--- src/rtl/aluv_op_sequencer.sv ---
// -----------------------------------------------------------------------------
// aluv_op_sequencer
//
// Multicycle issue controller placed in front of the combinational vector ALU.
// It accepts one vector operation at a time and registers the selector and
// operands. These stay stable for an op-dependent number of cycles, so the
// divider and FP-multiplier paths can be constrained as multicycle paths. The
// ALU result is then captured and handed downstream.
//
// Ports
//   clk, rst          clock (rising edge), asynchronous active-low reset
//   flush             synchronous abort of any in-flight or pending op
//   inValid/inReady   op request handshake
//   inSelector        ALU op code
//   inOperand1/2      packed lanes, lane 0 in the LSBs
//   inDest            destination register tag, carried with the op
//   aluSelector       registered selector driven to the ALU
//   aluOperand1/2     registered operands driven to the ALU
//   aluResult         ALU combinational output
//   outValid/outReady result handshake
//   outResult         captured result
//   outDest           tag of outResult
//   busy              sequencer not idle
//   opCount           number of results handed off (wraps)
// -----------------------------------------------------------------------------
module aluv_op_sequencer #(
  parameter int DATA_WIDTH    = 8,
  parameter int LANES         = 6,
  parameter int SELECTOR_SIZE = 3,
  parameter int DEST_WIDTH    = 4,
  parameter int MUL_CYCLES    = 2,
  parameter int DIV_CYCLES    = 4,
  parameter int FPMUL_CYCLES  = 3,
  parameter int CNT_WIDTH     = 16
) (
  input  logic                          clk,
  input  logic                          rst,
  input  logic                          flush,
  input  logic                          inValid,
  output logic                          inReady,
  input  logic [SELECTOR_SIZE-1:0]      inSelector,
  input  logic [LANES*DATA_WIDTH-1:0]   inOperand1,
  input  logic [LANES*DATA_WIDTH-1:0]   inOperand2,
  input  logic [DEST_WIDTH-1:0]         inDest,
  output logic [SELECTOR_SIZE-1:0]      aluSelector,
  output logic [LANES*DATA_WIDTH-1:0]   aluOperand1,
  output logic [LANES*DATA_WIDTH-1:0]   aluOperand2,
  input  logic [LANES*DATA_WIDTH-1:0]   aluResult,
  output logic                          outValid,
  input  logic                          outReady,
  output logic [LANES*DATA_WIDTH-1:0]   outResult,
  output logic [DEST_WIDTH-1:0]         outDest,
  output logic                          busy,
  output logic [CNT_WIDTH-1:0]          opCount
);

  localparam int LW     = LANES * DATA_WIDTH;
  localparam int MAX_A  = (MUL_CYCLES > DIV_CYCLES) ? MUL_CYCLES : DIV_CYCLES;
  localparam int MAX_N  = (MAX_A > FPMUL_CYCLES) ? MAX_A : FPMUL_CYCLES;
  // The execute counter only has to hold N-1 for the longest op.
  localparam int CW     = (MAX_N > 1) ? $clog2(MAX_N) : 1;

  typedef enum logic [1:0] {IDLE, EXEC, DONE} state_t;

  state_t                state, state_n;
  logic [CW-1:0]         cnt, cnt_n;
  logic [DEST_WIDTH-1:0] dest_q;
  logic                  accept;
  logic                  handoff;
  logic                  capture;

  // Remaining execute cycles after the accept edge (N-1).
  function automatic logic [CW-1:0] exec_load(input logic [SELECTOR_SIZE-1:0] sel);
    logic [CW-1:0] n;
    n = '0;
    if (sel == SELECTOR_SIZE'(2))      n = CW'(MUL_CYCLES - 1);
    else if (sel == SELECTOR_SIZE'(3)) n = CW'(DIV_CYCLES - 1);
    else if (sel == SELECTOR_SIZE'(4)) n = CW'(FPMUL_CYCLES - 1);
    return n;
  endfunction

  // Ready is held low during reset, so nothing upstream can see a phantom
  // accept while the registers are being cleared.
  assign inReady = rst && !flush &&
                   ((state == IDLE) || ((state == DONE) && outReady));
  assign accept  = inValid && inReady;
  assign handoff = (state == DONE) && outReady && !flush;
  assign capture = (state == EXEC) && (cnt == '0) && !flush;

  assign outValid = (state == DONE);
  assign busy     = (state != IDLE);

  // NOTE: every variable gets its default first, so no path through the
  // case can leave one unassigned and infer a latch.
  always_comb begin
    state_n = state;
    cnt_n   = cnt;
    if (flush) begin
      state_n = IDLE;
      cnt_n   = '0;
    end else begin
      unique case (state)
        IDLE: begin
          if (accept) begin
            state_n = EXEC;
            cnt_n   = exec_load(inSelector);
          end
        end
        EXEC: begin
          if (cnt != '0) cnt_n   = cnt - 1'b1;
          else           state_n = DONE;
        end
        DONE: begin
          if (accept) begin
            state_n = EXEC;
            cnt_n   = exec_load(inSelector);
          end else if (outReady) begin
            state_n = IDLE;
          end
        end
        default: begin
          state_n = IDLE;
          cnt_n   = '0;
        end
      endcase
    end
  end

  // NOTE: sequential state uses non-blocking assignments so every register
  // samples the pre-edge values regardless of statement order.
  always_ff @(posedge clk or negedge rst) begin
    if (!rst) begin
      state <= IDLE;
      cnt   <= '0;
    end else begin
      state <= state_n;
      cnt   <= cnt_n;
    end
  end

  // NOTE: the datapath registers are reset as well, so a mid-operation reset
  // leaves no stale operands or partial result visible on the outputs.
  always_ff @(posedge clk or negedge rst) begin
    if (!rst) begin
      aluSelector <= '0;
      aluOperand1 <= '0;
      aluOperand2 <= '0;
      dest_q      <= '0;
      outResult   <= '0;
      outDest     <= '0;
      opCount     <= '0;
    end else begin
      if (accept) begin
        aluSelector <= inSelector;
        aluOperand1 <= inOperand1;
        aluOperand2 <= inOperand2;
        dest_q      <= inDest;
      end
      if (capture) begin
        outResult <= aluResult;
        outDest   <= dest_q;
      end
      if (handoff) opCount <= opCount + 1'b1;
    end
  end

  // Only the lowest LW bits of the ALU result are meaningful; LW documents
  // the packed vector width used throughout.
  logic [LW-1:0] unused_width_ref;
  assign unused_width_ref = aluResult;

endmodule

--- config.mk ---
export PLATFORM = sky130hd
export DESIGN_NAME = aluv_op_sequencer
export DESIGN_NICKNAME = d
export VERILOG_FILES = /design/src/rtl/aluv_op_sequencer.sv
export SDC_FILE = /design/constraint.sdc
export NUM_CORES = 1
export LEC_CHECK = 0
export BUFFER_PORTS_ARGS = -buffer_cell sky130_fd_sc_hd__buf_2
export CELL_PAD_IN_SITES_DETAIL_PLACEMENT = 1
export CELL_PAD_IN_SITES_GLOBAL_PLACEMENT = 1
export CORE_MARGIN = 2
export CORE_UTILIZATION = 39
export DETAILED_ROUTE_END_ITERATION = 8
export GPL_TIMING_DRIVEN = 0
export PLACE_DENSITY = 0.95
export SETUP_SLACK_MARGIN = 0.2
export SYNTH_ARGS = -nofsm -noshare
export SYNTH_HDL_FRONTEND = slang
export SYNTH_SLANG_ARGS = --single-unit
--- constraint.sdc ---
create_clock -name clk -period 2.9 [get_ports clk]
set_input_delay 0.29 -clock clk [delete_from_list [all_inputs] [get_ports clk]]
set_output_delay 0.29 -clock clk [all_outputs]
set_load 0.05 [all_outputs]
## Word-level counts from Yosys, hierarchy flattened

Index checks and enable logic that the tools add are counted.

| word-level totals | value |
|---|---|
| logic and storage cells | 50 |
| output and inout bits | 170 |
| input port bits | 156 |
| bits in registers | 175 |

| cells by class | value |
|---|---|
| muxes and demuxes | 13 |
| reductions and logical operators | 16 |
| equality and inequality tests | 10 |
| $add $sub $neg | 2 |

Operator list:

| kind | number |
|---|---|
| 2-to-1 mux 2 bit | 11 |
| adder 16 x 1 -> 16 bit, second input constant | 1 |
| logical AND 1 bit | 7 |
| == test 3 x 2 -> 1 bit, second input constant | 2 |
| inequality test 3 bit, second input constant | 2 |
| case mux 2 bit (3 select lines) | 1 |
| logical NOT 2 bit | 2 |
| inequality test 4 x 2 -> 1 bit, second input constant | 1 |
| case mux 2 bit (2 select lines) | 1 |
| nonzero test 2 bit | 2 |
| == test 3 bit, second input constant | 1 |
| inequality test 3 x 1 -> 1 bit, second input constant | 1 |
| inequality test 3 x 2 -> 1 bit, second input constant | 1 |
| AND reduction 3 bit | 1 |
| == test 2 x 1 -> 1 bit, second input constant | 1 |
| == test 2 bit, second input constant | 1 |
| AND reduction 2 bit | 1 |
| OR reduction 2 bit | 1 |
| subtractor 2 x 1 -> 2 bit, second input constant | 1 |
| logical NOT 1 bit | 1 |
| logical OR 1 bit | 1 |

## Logic depth before layout (Yosys ltp)

Gate-level depths: netlist of run 1.

| logic depth | value |
|---|---|
| depth in word-level cells | 8 |
| mapped depth | 6 |
| mapped depth without buffers | 6 |

## Least setup slack after synthesis of run 1

OpenSTA, ideal clock, no wires.

| timing path | value |
|---|---|
| path kind | reg-to-reg |
| start | register state[1] |
| end | register aluOperand2[33] |
| slack | 1.284 ns |
| setup time | 0.125 ns |
| cell stages (with the launch flop) | 7 |
| required time | 2.775 ns |
| path buffers | 2 |
| arrival time | 1.491 ns |
| clock period less this slack | 1.616 ns |
| cell sequence | dfrtp_1 nand2b_1 nand3_1 nor3_2 buf_6 buf_6 mux2_2 |

| between the ends | value |
|---|---|
| longest elaborated chain between the ends | 5 |
| elaborated cells on any way between the ends | 6 |
| classes of those cells | eq/ne: 1; reduce/logical: 5 |

RTL lines:

| element | RTL line | text |
|---|---|---|
| start, declared | 65 | `state_t state, state_n;` |
| start signal, assigned | 136 | `state <= state_n;` |
| == test 2 bit | 85 | `((state == IDLE) \|\| ((state == DONE) && outReady));` |
| logical AND 1 bit | 85 |  |
| logical OR 1 bit (*) | 85 |  |
| logical AND 1 bit (*) | 84 | `assign inReady = rst && !flush &&` |
| logical AND 1 bit (*) | 86 | `assign accept = inValid && inReady;` |
| end signal, assigned | 156 | `aluOperand2 <= inOperand2;` |
| end, declared | 47 | `output logic [LANES*DATA_WIDTH-1:0] aluOperand2,` |

Every way passes the cells marked *; elsewhere a longest branch is shown, timed or not.
A chain may end at the register's enable or synchronous reset.

## Final worst setup path of run 1

| timing path | value |
|---|---|
| start | input port rst |
| end | register aluOperand2[13] |

| between the ends | value |
|---|---|
| longest elaborated chain between the ends | 3 |

RTL lines:

| element | RTL line | text |
|---|---|---|
| start, declared | 37 | `input logic rst,` |
| logical AND 1 bit (2 in a row) | 84 |  |
| logical AND 1 bit | 86 |  |

No other way between the ends.

==> metrics.txt, run 1 <==
WL final 18.4 mm; largest net degree at the start of global routing between 90 and 100; Min Hold Slack -0.126 ns; Worst path max stage delay 0.48 ns; Starting DRT DRC Count ~160; Setup CP Type in2reg; Die Ht roughly 140 µm; Pins Over Slew Limit 0; max_slew headroom 54.9%; Post-Layout Cell Count 999; commonest non-fill, non-tap cell in the layout buf_2; Synth Area in XOR/XNOR 1.94%; CP max FO 90; Inst Count DP 969; CTS tree done; dpl ws 0.105 ns; clk_skew 0.0104 ns; HP Class in2async; fraction of registers with async set/reset 100%; Root Buffer clkbuf_16; failing checks negative hold slack; Synth Register Bits approximately 180; aggregate global-route resource usage 19.9%; clock-pin slew on the worst setup and hold paths 0.06 ns; WL/cell 18.4 µm; total CTS buffers 17; Worst path most repeated cell buf_6; deepest clock path buffer count 2; Resized Gates After CTS 0; Synth Area in Simple Gates 3.78%; Hold Vio Cnt, Final 89; layout cells sized above 1 between 60% and 70%; Yosys cell types 32; initial antenna violation count 0; CP top delay family buffers and inverters; Buf+Inv Stages, Crit Path 4; post-route ant nets 0; FF-to-FF End outResult[28]; CTS Sinks 175; io pins 326; core area 17,200 µm²; power per cell area 1040 nW/µm²; Overall Power 9.73 mW; largest family of logic cells by synthesized area multiplexers; most frequent cells in the layout buf_2, dfrtp_1, mux2_2, clkbuf_16; worst slew pin tran 0.676 ns; number of enable flip-flop cells after synthesis 0; number of setup violations in the final report 0; antenna fix cells 0; number of core rows 48; RD Place Congestion 0.740; mux contribution to synthesized area 26.2%; clock period minus worst slack 2.26 ns; CP Capture Type flip-flop; RR Startpoint cnt[0]; compound-gate portion of the synthesized area 0.553%; vias per cell 4.77; Critical Path Source rst; critical path depth 7; leakage power 4.65 nW; full die area 18,500 µm²; Fillers 1,819; storage element area 4380 µm²; multi-input logic area 2230 µm²; CTS H-tree lvls 4; final net count 921; Fmax 443 MHz; Fin Setup TNS 0 ns; VDD IR max ~700 µV; crit path DAT 2.56 ns; DR pass1 iterations 4; Mapped Nets between 500 and 600; DR vias 4,765; area grow syn2layout 37.6%; first-pass GRT wire length 28.0 mm; Setup crit start kind input pin; CP Cell Sequence buf_8, buf_16, nand3_1, nor3_2, buf_6, buf_6, mux2_2; setup slack after layout 0.641 ns; Adder-Cell Fraction of Synth Area 0.369%; chip width 136 µm; vias in the first global route 5,329; Worst Setup EP aluOperand2[13]; Gate Count Post-Synth 418; status finished with violations; DRC 0; Worst Path Required around 3.2 ns; HPWL after detailed placement about 14 mm; RSZ-0062 raised after global routing no; max cap viols 0; worst reg2reg path depth 6; initial core utilization 39.5%; clk_lat worst skew approximately 0.42 ns; synthesized area just under 7000 µm²; Syn Area/Cell between 15 and 20 µm²; Slowest-stage cell, CP buf_8; warnings from Yosys 0; Synth Flop Type dfrtp_1; total grt overflow 0; final worst-path cycle share between 70% and 80%; Seq/Total Area, Yosys 64.5%; IO buf count 325; setup slack, reg-to-reg around 0.95 ns
==> metal layers <==
| layer | GRT usage, % | wire length, µm | vias up |
|---|---|---|---|
| li1 | - | - | 2150 |
| met4 | 7.06 | 394 | 0 |
| met1 | 20.8 | 6570 | 2390 |
| met3 | 6.41 | 1330 | 29 |
| met5 | 0 | 0 | - |
| met2 | 37.3 | 10100 | 196 |
==> how the worst min path moves through the flow <==
stage               depth (start not counted)  slack [ns]        start               to
detailed placement                          1        0.34          rst  aluOperand2[14]
CTS                                         1       -0.11          rst  aluOperand2[14]
floorplan                                   0      -0.006          rst   aluOperand1[0]
global placement                            1        0.45  opCount[15]      opCount[15]
finish                                      1       -0.13          rst    outResult[26]
global route                                1       -0.09          rst  aluOperand2[14]
==> area by class of cell <==
cell class,count,share of cell area (%)
clock inverters,8,1.38
clock buffers,22,5.08
well taps,225,3.02
multi-input cells,222,23.9
flip-flops and latches,175,46.9
inverters,4,0.161
plain buffers,17,1.74
repair buffers,326,17.8
==> state kept, by name, indices dropped and copies added, names as in the netlist <==
| signal | cells |
|---|---|
| outResult | 48 |
| outDest | 4 |
| aluSelector | 3 |
| cnt | 2 |
| opCount | 16 |
| aluOperand1 | 48 |
| aluOperand2 | 48 |
| dest_q | 4 |
| state | 2 |
==> metrics by stage <==
step / instance area [µm²] / util (%)
3_3_place_gp: 8690 / 50.6
4_1_cts: 9340 / 54.3
6_report: 9340 / 54.3
3_5_place_dp: 8730 / 50.8
2_1_floorplan: 6790 / -
5_1_grt: 9340 / 54.3
==> synthesized netlist by cell type, types with 2 or more instances <==
cell / instances / area, µm²
a21oi_1: 2 / 10.0
and3_1: 4 / 25.0
buf_2: 4 / 20.0
buf_6: 12 / 135
dfrtp_1: 175 / 4380
ha_1: 2 / 25.0
inv_1: 4 / 15.0
mux2_1: 12 / 135
mux2_2: 146 / 1640
nand2_1: 8 / 30.0
nand2b_1: 2 / 12.5
nand3_1: 3 / 15.0
nand4_1: 4 / 25.0
nor2_1: 8 / 30.0
nor3_2: 2 / 20.0
xnor2_1: 8 / 70.1
xor2_1: 7 / 61.3
==> cells by family (layout without fill, tap and decap cells) <==
group,Yosys count,in the layout
DFF,175,175
muxes,158,158
and+or+nand+nor,41,41
buffers and inverters,21,377
xor gates and xnor gates,15,15
AOI/OAI and AO/OA,6,6
adders and majority gates,2,2
==> repair_timing <==
action                                  in CTS  in global routing
endpoints found under the setup margin       0                  0
hold endpoints to repair                    89                 89
buffers inserted                             0                  0
==> report_power, final <==
| part | switching, mW | internal (mW) |
|---|---|---|
| clock network | 0.935 | 1.42 |
| logic | 2.92 | 1.01 |
| registers | 0.350 | 3.09 |
No activity file was read; power rests on OpenSTA's default activity.
==> inputs of run 2 (changes only) <==
Settings changed: ABC_AREA set to 1, CORE_UTILIZATION 39 to 30, PLACE_DENSITY 0.95 to 0.86.
Clock period 2.9 ns to 2 ns, I/O delays scaled along.
==> run 2 against run 1 <==
The run still ends with negative hold slack left. Via count increased by 45%. Worst setup slack got worse by 0.28 ns. Cell count increased by 55%. Die area increased by 35%. Critical path depth unchanged. Clock power increased by 36%. Register-to-register slack got worse by 0.59 ns.
==> metrics.txt, run 2 <==
total grt overflow 0 (unchanged); final worst-path cycle share 82.1%; crit path DAT 1.99 ns (was 2.56 ns); Gate power share 40.5% (was 40.4%); WL/cell 16.2 µm (was 18.4 µm); Setup crit start kind flip-flop (was input pin); CTS H-tree lvls 4 (unchanged); max cap viols 0 (unchanged); most frequent cells in the layout buf_2, nand2_1, dfrtp_1, inv_1, o21ai_0 (was buf_2, dfrtp_1, mux2_2, clkbuf_16); clk_lat worst skew 0.42 ns (about the same); Mapped Nets 974 (was 576); power per cell area 1330 nW/µm² (was 1040 nW/µm²); met3 Usage GRT 6.95% (was 6.41%); Setup CP Type reg2reg (was in2reg); Synth Flop Type dfrtp_1 (unchanged); post-route ant nets 0 (unchanged); DR pass1 iterations 4 (unchanged); failing checks negative hold slack (unchanged); Fillers 2,835 (was 1,819); full die area 24,900 µm² (was 18,500 µm²); largest net degree at the start of global routing 65 (was 91); Die Ht 158 µm (was 136 µm); synthesized area 7100 µm² (was 6790 µm²); area grow syn2layout 44.9% (was 37.6%); number of setup violations in the final report 0 (unchanged); status finished with violations (unchanged); Critical Path Source cnt[0] (was rst); switching power total 6.45 mW (was 4.21 mW); Seq/Total Area, Yosys 61.7% (was 64.5%); clock period minus worst slack 1.64 ns; multi-input logic area 2100 µm² (was 2230 µm²); VDD IR max 502 µV (was 703 µV); commonest non-fill, non-tap cell in the layout buf_2 (unchanged); initial core utilization 30.4% (was 39.5%); max_slew headroom 64.8% (was 54.9%); post-route cell area 10,300 µm² (was 9340 µm²); Slowest-stage cell, CP dfrtp_1 (was buf_8); hold_buf cts 47; Synth Register Bits 175 (unchanged); GR Layer Usage met1 21.4% (was 20.8%); Post-Layout Cell Count 1,546 (was 999); HPWL after detailed placement 17.6 mm (was 14.3 mm); chip width 158 µm (was 136 µm); Int Pwr 7.26 mW (was 5.52 mW); initial antenna violation count 2 (was 0); Inst Count DP 1,461 (was 969); Hold Vio Cnt, Final 88 (was 89); Worst path max stage delay 0.39 ns (was 0.48 ns); Fin Setup TNS 0 ns (unchanged); CTS tree done (unchanged); IO buf count 325 (unchanged); Yosys top cell by area dfrtp_1 (unchanged); clk_skew 0.00952 ns (was 0.0104 ns); Gate Count Post-Synth 816 (was 418); fraction of registers with async set/reset 100% (unchanged); Fmax 609 MHz; worst reg2reg path depth 7 (was 6); area share of the largest cell type after synthesis 61.7% (was 64.5%); Yosys cell types 25 (was 32); worst slew pin tran 0.527 ns (was 0.676 ns); HP Class in2async (unchanged); first-pass GRT wire length 38.6 mm (was 28.0 mm); biggest regs aluOperand1 (48), aluOperand2 (48), outResult (48) (unchanged); CTS Sinks 175 (unchanged); storage element area 4380 µm² (unchanged); io pins 326 (unchanged); WL final 25.0 mm (was 18.4 mm); CP Capture Type flip-flop (unchanged); RR Startpoint cnt[0] (unchanged); RSZ-0062 raised after global routing no (unchanged); number of core rows 56 (was 48); total CTS buffers 17 (unchanged); clock-pin slew on the worst setup and hold paths 0.07 ns (was 0.06 ns); Min Hold Slack -0.341 ns (was -0.126 ns); DRC 0 (unchanged); leakage power 5.92 nW (was 4.65 nW); GRT Max-Usage Layer met2 (unchanged); Pins Over Slew Limit 0 (unchanged); switching share of power 47.1% (was 43.2%); vias in the first global route 7,630 (was 5,329); Clock Power Share 23.5% (was 24.2%); final net count 1,370 (was 921); Commonest cells post-synth nand2_1, dfrtp_1, inv_1, o21ai_0, nor2_1 (was dfrtp_1, mux2_2, buf_6, mux2_1); Seq pwr share 36.0% (was 35.3%); CP max FO 10 (was 90); placed cell areas 9160 µm² (was 8730 µm²); most frequent cell after synthesis nand2_1 (was dfrtp_1); Worst path most repeated cell nand2_1 (was buf_6); RD Place Congestion 0.808 (was 0.740); DR vias 6,893 (was 4,765); CP Cell Sequence inv_1, ha_1, nand4_4, inv_4, buf_2, nand2_1, nand2_1 (was buf_8, buf_16, nand3_1, nor3_2, buf_6, buf_6, mux2_2); vias per cell 4.46 (was 4.77); number of enable flip-flop cells after synthesis 0 (unchanged); deepest clock path buffer count 2 (unchanged); Worst Path Required 2.35 ns (was 3.20 ns); core area 23,300 µm² (was 17,200 µm²); FF-to-FF End outResult[6] (was outResult[28]); aggregate global-route resource usage 20.0% (was 19.9%); Syn Area/Cell 8.70 µm² (was 16.2 µm²); warnings from Yosys 0 (unchanged); layout cells sized above 1 31.7% (was 67.8%); Root Buffer clkbuf_16 (unchanged); top post-synthesis cells by area dfrtp_1, nand2_1, o21ai_0 (was dfrtp_1, mux2_2, buf_6); Starting DRT DRC Count 233 (was 155); setup slack, reg-to-reg 0.36 ns (was 0.95 ns); M2 GR Usage 36.5% (was 37.3%)
[run 2: worst max-delay path by stage]
stage | to | slack (ns)
3_5_place_dp | aluOperand2[0] | -0.47
4_1_cts | inReady | 0.23
2_1_floorplan | opCount[8] | 0.33
3_3_place_gp | aluOperand2[0] | -2.63
6_report | outResult[6] | 0.36
5_1_grt | outValid | 0.23
[run 2: layout make-up]
cell class / count / share of cell area (%)
flip-flops and latches: 175 / 42.6
repair buffers: 377 / 21.5
multi-input cells: 484 / 20.4
inverters: 124 / 4.55
clock buffers: 18 / 4.17
well taps: 319 / 3.88
plain buffers: 33 / 1.56
clock inverters: 14 / 1.25
diodes: 2 / 0.0486
[run 2: power groups by stage]
stage | clock (mW) | combinational (mW) | sequential [mW]
floorplan | 0 | 0.831 | 7.98
global placement | 0 | 5.31 | 4.92
detailed placement | 0 | 5.44 | 4.97
CTS | 3.34 | 5.53 | 4.91
global route | 3.47 | 5.88 | 5.04
finish | 3.22 | 5.55 | 4.94
[run 2: routing by layer]
layer  up-vias  share of wire (%)
met4         0                2.5
li1       3261                  -
met1      3353                 38
met2       238                 51
met3        41                8.0
met5         -                  0
[run 2: cells by family after synthesis]
family	Yosys count	synth area share, %
simple gates	360	20.0
compound gates	114	8.13
buf+inv	157	8.80
xor+xnor	8	0.987
flops	175	61.7
fa+ha+maj	2	0.352
[run 2: through the flow]
stage          util (%)  hold WS, ns  power [mW]  setup WS (ns)
2_1_floorplan         -      -0.0956        8.81          0.334
3_3_place_gp       39.1        0.395        10.2          -2.63
3_5_place_dp       39.3        0.174        10.4         -0.471
4_1_cts            43.9       -0.335        13.8          0.226
5_1_grt            44.1       -0.331        14.4          0.230
6_report           44.1       -0.341        13.7          0.359
[run 2: repair_timing]
action,in CTS,in global routing
resized for setup,4,2
gates cloned,1,1
setup endpoints to repair,110,9
setup buffers,0,2
hold endpoints to repair,109,62
pin swaps,0,1
[run 2: critical path: cells and delay by family, from the launching register on]
kind / cells / cell delay [ns]
and+or+nand+nor: 3 / 0.48
DFF: 1 / 0.39
adders and majority gates: 1 / 0.21
buffers and inverters: 3 / 0.51
==> inputs of run 3 (changes only) <==
Settings changed: CORE_UTILIZATION 30 to 33, PLACE_DENSITY 0.86 to 0.89.
Clock period 2 ns to 1.6 ns, I/O delays scaled along.
==> run 3 against run 2 <==
The run still ends with negative hold slack left. Utilization is 11 points higher. Via count is 12% higher. Sequential power is 27% higher. Critical endpoint is now inReady. Highest routed layer is now met5. Register-to-register slack worse by 0.24 ns. Routed wire length is 25% higher. Die area is 8.9% lower.
==> metrics.txt, run 3 (synthesis results as in run 2) <==
CTS Sinks 175 (unchanged); placed cell areas 9140 µm² (was 9160 µm²); HP Class in2async (unchanged); io pins 326 (unchanged); Hold Vio Cnt, Final 89 (was 88); number of setup violations in the final report 0 (unchanged); RR Startpoint state[1] (was cnt[0]); clk_skew 0.0318 ns (was 0.00952 ns); DR vias 7,695 (was 6,893); max_slew headroom 80.1% (was 64.8%); HPWL after detailed placement 17.7 mm (was 17.6 mm); Setup CP Type reg2out (was reg2reg); largest net degree at the start of global routing 51 (was 65); full die area 22,700 µm² (was 24,900 µm²); CTS tree done (unchanged); WL/cell 19.7 µm (was 16.2 µm); vias in the first global route 8,687 (was 7,630); final core occ 54.7% (was 44.1%); Setup crit start kind flip-flop (unchanged); worst reg2reg path depth 6 (was 7); initial core utilization 33.7% (was 30.4%); Root Buffer clkbuf_16 (unchanged); max cap viols 0 (unchanged); CP Capture Type primary output (was flip-flop); Fin Setup TNS 0 ns (unchanged); biggest regs aluOperand1 (48), aluOperand2 (48), outResult (48) (unchanged); Slowest-stage cell, CP dfrtp_1 (unchanged); area grow syn2layout 62.4% (was 44.9%); number of core rows 53 (was 56); clock-pin slew on the worst setup and hold paths 0.07 ns (about the same); Pins Over Slew Limit 0 (unchanged); total grt overflow 0 (unchanged); deepest clock path buffer count 2 (unchanged); first-pass GRT wire length 46.1 mm (was 38.6 mm); post-route ant nets 0 (unchanged); DRC 0 (unchanged); CTS H-tree lvls 4 (unchanged); failing checks negative hold slack (unchanged); final net count 1,460 (was 1,370); DR pass1 iterations 6 (was 4); layout cells sized above 1 35.0% (was 31.7%); Starting DRT DRC Count 227 (was 233); setup slack, reg-to-reg 0.12 ns (was 0.36 ns); Post-Layout Cell Count 1,594 (was 1,546); clock period minus worst slack 1.51 ns; Die Ht 151 µm (was 158 µm); clk_lat worst skew 0.44 ns (was 0.42 ns); aggregate global-route resource usage 26.8% (was 20.0%); CP max FO 3 (was 10); Worst path max stage delay 0.42 ns (was 0.39 ns); RSZ-0062 raised after global routing yes (was no); vias per cell 4.83 (was 4.46); CP Cell Sequence a21boi_2, and2_4, buf_8 (was inv_1, ha_1, nand4_4, inv_4, buf_2, nand2_1, nand2_1); Min Hold Slack -0.425 ns (was -0.341 ns); initial antenna violation count 5 (was 2); core area 21,100 µm² (was 23,300 µm²); FF-to-FF End aluOperand2[45] (was outResult[6]); RD Place Congestion 0.819 (was 0.808); leakage power 6.48 nW (was 5.92 nW); most frequent cells in the layout buf_2, nand2_1, dfrtp_1, dlygate4sd3_1, inv_1 (was buf_2, nand2_1, dfrtp_1, inv_1, o21ai_0); Inst Count DP 1,417 (was 1,461); post-route cell area 11,500 µm² (was 10,300 µm²); power per cell area 1560 nW/µm² (was 1330 nW/µm²); crit path DAT 1.35 ns (was 1.99 ns); commonest non-fill, non-tap cell in the layout buf_2 (unchanged); VDD IR max 680 µV (was 502 µV); Fmax 661 MHz; chip width 151 µm (was 158 µm); final worst-path cycle share 94.5%; total CTS buffers 17 (unchanged); Worst Path Required 1.44 ns (was 2.35 ns); worst slew pin tran 0.298 ns (was 0.527 ns); WL final 31.3 mm (was 25.0 mm); IO buf count 325 (unchanged); status finished with violations (unchanged)
-- run 3: power breakdown --
part	switching, mW	leakage (nW)	internal [mW]
clock	1.96	0.292	2.30
combinational	5.70	4.00	1.75
sequential	0.752	2.19	5.52
total	8.41	6.48	9.58
-- run 3: area by class of cell --
class	instances	area, µm²
fillers	2477	9560
flip-flops and latches	175	4390
repair buffers	466	3150
multi-input cells	484	2270
inverters	124	478
clock buffers	19	453
well taps	275	344
plain buffers	33	283
clock inverters	13	141
diodes	4	10.0
repair inverters	1	5.00
-- run 3: per-layer routing --
metal	vias up	GRT usage [%]	wire, µm
li1	3459	-	-
met1	3815	27.7	11100
met2	332	48.5	16800
met3	87	8.12	2140
met4	2	13.9	1250
met5	-	0	14
-- run 3: through the flow --
step | worst slack, ns | total power [mW] | hold WS, ns
2_1_floorplan | 0.169 | 11.0 | -0.136
5_1_grt | 0.0362 | 18.7 | -0.434
6_report | 0.0872 | 18.0 | -0.425
4_1_cts | 0.114 | 17.7 | -0.432
3_3_place_gp | -2.93 | 12.8 | 0.354
3_5_place_dp | -0.889 | 13.0 | 0.177
-- run 3: how the worst max path moves through the flow --
stage | from | endpoint | slack [ns]
after floorplan | opCount[1] | opCount[8] | 0.17
after global placement | rst | dest_q[1] | -2.93
after detailed placement | rst | aluOperand2[3] | -0.89
after CTS | state[1] | inReady | 0.11
after global routing | state[1] | inReady | 0.04
final | state[1] | inReady | 0.09
-- run 3: critical path: cells and delay by family (launching register included) --
kind	cells	cell delay, ns
flops	1	0.42
compound gates	1	0.20
simple gates	1	0.17
buf+inv	1	0.14
-- run 3: timing repair --
item                       CTS  global route
setup buffers                7             2
hold buffers               125             4
setup endpoints to repair  172           172
gates resized for setup     49           135
pin swaps                    5             5
hold endpoints to repair   249            91
cloned                       2             1
